--- config.mk ---
export PLATFORM = sky130hd
export DESIGN_NAME = branch_logic
export DESIGN_NICKNAME = d
export VERILOG_FILES = /design/src/rtl/branch_pkg.sv /design/src/rtl/branch_cond_decode.sv /design/src/rtl/branch_logic.sv
export SDC_FILE = /design/constraint.sdc
export NUM_CORES = 1
export LEC_CHECK = 0
export CORE_AREA = 2 2 39 41
export DETAILED_ROUTE_END_ITERATION = 10
export DIE_AREA = 0 0 41 43
export GPL_ROUTABILITY_DRIVEN = 0
export RECOVER_POWER = 50
export SLEW_MARGIN = 40
export SYNTH_ARGS = -nofsm -noshare
export SYNTH_HDL_FRONTEND = slang
export SYNTH_SLANG_ARGS = --single-unit
--- constraint.sdc ---
create_clock -name clk -period 3.3 [get_ports clk]
set_clock_uncertainty 0.2 [all_clocks]
set_input_delay 0.33 -clock clk [delete_from_list [all_inputs] [get_ports clk]]
set_output_delay 0.33 -clock clk [all_outputs]
set_load 0.01 [all_outputs]
--- src/rtl/branch_pkg.sv ---
// Shared branch definitions: B-type funct3 condition codes.
// Used by the branch condition decoder and the control unit.
package branch_pkg;

  localparam logic [2:0] F3_BEQ  = 3'b000;
  localparam logic [2:0] F3_BNE  = 3'b001;
  localparam logic [2:0] F3_BLT  = 3'b100;
  localparam logic [2:0] F3_BGE  = 3'b101;
  localparam logic [2:0] F3_BLTU = 3'b110;
  localparam logic [2:0] F3_BGEU = 3'b111;

  typedef struct packed {
    logic zero;
    logic lt;
    logic ltu;
  } br_flags_t;

  function automatic logic f3_is_invalid(input logic [2:0] f3);
    return (f3 == 3'b010) || (f3 == 3'b011);
  endfunction

endpackage

--- src/rtl/branch_cond_decode.sv ---
// Combinational funct3 + ALU flag decode into a raw branch condition.
// No branch gating here; the top level qualifies both outputs.
module branch_cond_decode
  import branch_pkg::*;
(
  input  logic [2:0] funct3_i,
  input  br_flags_t  flags_i,
  output logic       cond_o,
  output logic       invalid_o
);

  always_comb begin
    cond_o    = 1'b0;
    invalid_o = f3_is_invalid(funct3_i);
    case (funct3_i)
      F3_BEQ:  cond_o = flags_i.zero;
      F3_BNE:  cond_o = ~flags_i.zero;
      F3_BLT:  cond_o = flags_i.lt;
      F3_BGE:  cond_o = ~flags_i.lt;
      F3_BLTU: cond_o = flags_i.ltu;
      F3_BGEU: cond_o = ~flags_i.ltu;
      default: cond_o = 1'b0;
    endcase
  end

endmodule

--- src/rtl/branch_logic.sv ---
// EX-stage branch resolution: same-cycle taken plus registered taken_q.
// Optional statistics counters enabled by BRANCH_LOGIC_STATS_EN.
module branch_logic
  import branch_pkg::*;
#(
  parameter int CNT_W = 32
) (
  input  logic             clk,
  input  logic             rst,
  input  logic             branch,
  input  logic [2:0]       funct3,
  input  logic             zero_flag,
  input  logic             less_than,
  input  logic             less_than_u,
  output logic             taken,
  output logic             invalid_funct3,
`ifdef BRANCH_LOGIC_STATS_EN
  input  logic             stats_clr,
  output logic [CNT_W-1:0] branch_cnt,
  output logic [CNT_W-1:0] taken_cnt,
`endif
  output logic             taken_q
);

  br_flags_t flags;
  logic      cond;
  logic      invalid;
  logic      taken_q_q;

  assign flags = '{zero: zero_flag, lt: less_than, ltu: less_than_u};

  branch_cond_decode u_dec (
    .funct3_i  (funct3),
    .flags_i   (flags),
    .cond_o    (cond),
    .invalid_o (invalid)
  );

  assign taken          = branch & cond;
  assign invalid_funct3 = branch & invalid;

  always_ff @(posedge clk or posedge rst) begin
    if (rst) taken_q_q <= 1'b0;
    else     taken_q_q <= taken;
  end

  assign taken_q = taken_q_q;

`ifdef BRANCH_LOGIC_STATS_EN
  logic [CNT_W-1:0] branch_cnt_q, branch_cnt_d;
  logic [CNT_W-1:0] taken_cnt_q, taken_cnt_d;

  // Clear wins over increment; counters wrap naturally.
  always_comb begin
    branch_cnt_d = branch_cnt_q;
    taken_cnt_d  = taken_cnt_q;
    if (stats_clr) begin
      branch_cnt_d = '0;
      taken_cnt_d  = '0;
    end else begin
      if (branch) branch_cnt_d = branch_cnt_q + 1'b1;
      if (taken)  taken_cnt_d  = taken_cnt_q + 1'b1;
    end
  end

  always_ff @(posedge clk or posedge rst) begin
    if (rst) begin
      branch_cnt_q <= '0;
      taken_cnt_q  <= '0;
    end else begin
      branch_cnt_q <= branch_cnt_d;
      taken_cnt_q  <= taken_cnt_d;
    end
  end

  assign branch_cnt = branch_cnt_q;
  assign taken_cnt  = taken_cnt_q;
`endif

endmodule

==> key figures <==
Synth
  • Synth area leader: dfrtp_1
  • Post-synthesis register bit count: 1
  • YS warnings: 0
  • Post-synth cell types: 9
  • Share of Yosys cell area claimed by the top area cell type: 0.278
  • Syn Std Cell Area: ~90 sq um
  • Mapped Cells: 10
  • Synth area leaders: dfrtp_1 (28%), mux2_4 (17%), a221o_1 (11%), o31a_2 (11%), and3_2 (8.3%)
  • Seq/Total Area, Yosys: 0.278
  • Syn Area/Cell: between 9 and 10 sq um
  • Mapped Nets: 19

Detailed routing
  • Initial DRC count: 4
  • Remaining DRCs: 0
  • Final WL: 271 um
  • Remaining antenna violation count after routing: 0
  • Drt pass-1 iters: 2
  • Via/cell ratio: roughly 3.2
  • Via count: 117
  • WL/cell: 7.32 um

Finish
  • Diode count: 0
  • Fin area: about 220 sq um
  • Nets: 32
  • Largest register FFs: 1
  • Share of post-route cells with drive strength above 1: 0.143
  • P&R area growth vs syn: 144%
  • Multi-input logic area: 57.6 sq um
  • Fill count: between 150 and 200
  • Register Area: around 25 sq um

CTS
  • CTS clk-pin slew, worst paths: 0 ns
  • CTS-repair resized insts: 0
  • CTS Hold Bufs: 0
  • Postcts setup bufs: 0

Critical path
  • CP max FO: 4
  • Cell family with most CP delay: buffers and inverters
  • CP Depth: 5
  • WP data required: between 2 and 3 ns
  • Worst Path Arrival: ~2.2 ns
  • Critical Path Sink Type: output pin
  • Most used cell, CP: clkdlybuf4s50_1
  • WS Path Type: in2out
  • CP startpoint kind: primary input
  • CP max-delay cell: clkdlybuf4s50_1
  • CP max stage delay: ~0.56 ns
  • Worst path buffer plus inverter count: 2
  • Cell Chain, Critical Path: clkdlybuf4s50_1, mux2_4, a221o_1, and3_1, clkdlybuf4s50_1

GRT
  • Number of global-route vias before repair: between 90 and 100
  • Initial antenna violation count: 0
  • Total track usage: 0.0260
  • Largest net degree at the start of global routing: 5
  • First-pass GRT wire length: 345 um
  • Gr ovfl total: 0

Job
  • Maxcap violations: 0

STA
  • Unrepaired setup endpoints after global routing: false
  • Slew @ Worst Pin: about 0.18 ns
  • F_max: ~370 MHz
  • Relative slew margins: 0.879
  • Setup TNS: 0 ns
  • Fin worst setup slack: between 0.5 and 0.6 ns
  • Final Setup Violations: 0
  • Tmin final: 2.74 ns
  • Slew Limit Fails: 0
  • Period Utilization, post-route: 0.830
  • Final Hold Fails: 0

Floorplanning
  • Core ar.: roughly 0.0014 sq mm
  • Row count: 14
  • Die Wd: just over 40 um
  • I/O pin total: 12
  • Die area: between 0.0015 and 0.002 sq mm
  • Starting Density: 0.0651
  • Chip height: 43 um

Power
  • Power Dens Cells: ~160 mW/mm^2
  • Leak: between 0.09 and 0.1 nW
  • Peak supply drop: about 0.030 mV
  • Overall power: around 0.036 mW

Worst hold path
  • Hold Path Class: in2async

Status
  • Status: complete, no violations

Placed design
  • Dpl ws: between 0.5 and 0.6 ns
  • Post-DP HPWL: between 200 and 300 um
  • Placed Area: 220 sq um
  • PortBufs: 11
area by class of cell:
cell class / instances / share of cell area
well taps: 16 / 0.0909
flip-flops and latches: 1 / 0.114
inverters: 2 / 0.0341
repair buffers: 11 / 0.500
multi-input cells: 7 / 0.261
where the power goes:
part           internal (mW)  total, mW  switching (mW)
registers             0.0134     0.0136        0.000186
clock network              0          0               0
logic                 0.0155     0.0223         0.00674
total                 0.0289     0.0358         0.00692
cells in the mapped netlist:
library cell	count
and3_1	1
o31a_2	1
nor2_1	1
and3_2	1
a221o_1	1
mux2_4	1
o21ai_0	1
dfrtp_1	1
inv_1	2
how the worst max path moves through the flow:
| stage | start | endpoint | slack (ns) |
|---|---|---|---|
| detailed placement | funct3[1] | taken | 0.56 |
| CTS | funct3[1] | taken | 0.56 |
| finish | funct3[1] | taken | 0.56 |
| global placement | funct3[1] | taken | 0.56 |
| floorplan | funct3[1] | taken | 1.62 |
| global route | funct3[1] | taken | 0.51 |
per-stage QoR:
step / hold slack [ns] / instances / util
after global placement: 0.279 / 37 / 0.159
after CTS: 0.274 / 37 / 0.159
final: 0.409 / 37 / 0.159
after floorplan: -0.141 / 10 / -
after global routing: 0.436 / 37 / 0.159
after detailed placement: 0.276 / 37 / 0.159
kinds of logic (layout without fill, tap and decap cells):
logic type             count (synthesis)  count (layout)  synth area share
flip-flops                             1               1             0.278
AND/OR/NAND/NOR                        3               3             0.194
buffers and inverters                  2              13            0.0834
multiplexers                           1               1             0.167
AO/OA/AOI/OAI                          3               3             0.278
routing by layer:
metal	GRT usage	wire length (um)	vias to the layer above
li1	-	-	60
met5	0	0	-
met2	0.0375	68	12
met3	0.0105	95	0
met1	0.0380	107	45
met4	0	0	0
cells in the final DEF (no fill, tap or decap):
cell type,n
a221o_1,1
and3_1,1
o21ai_0,1
dlygate4sd3_1,2
dfrtp_1,1
mux2_4,1
o31a_2,1
and3_2,1
clkdlybuf4s50_1,9
nor2_1,1
inv_1,2
Note: power is estimated with default switching activity, not from simulation.
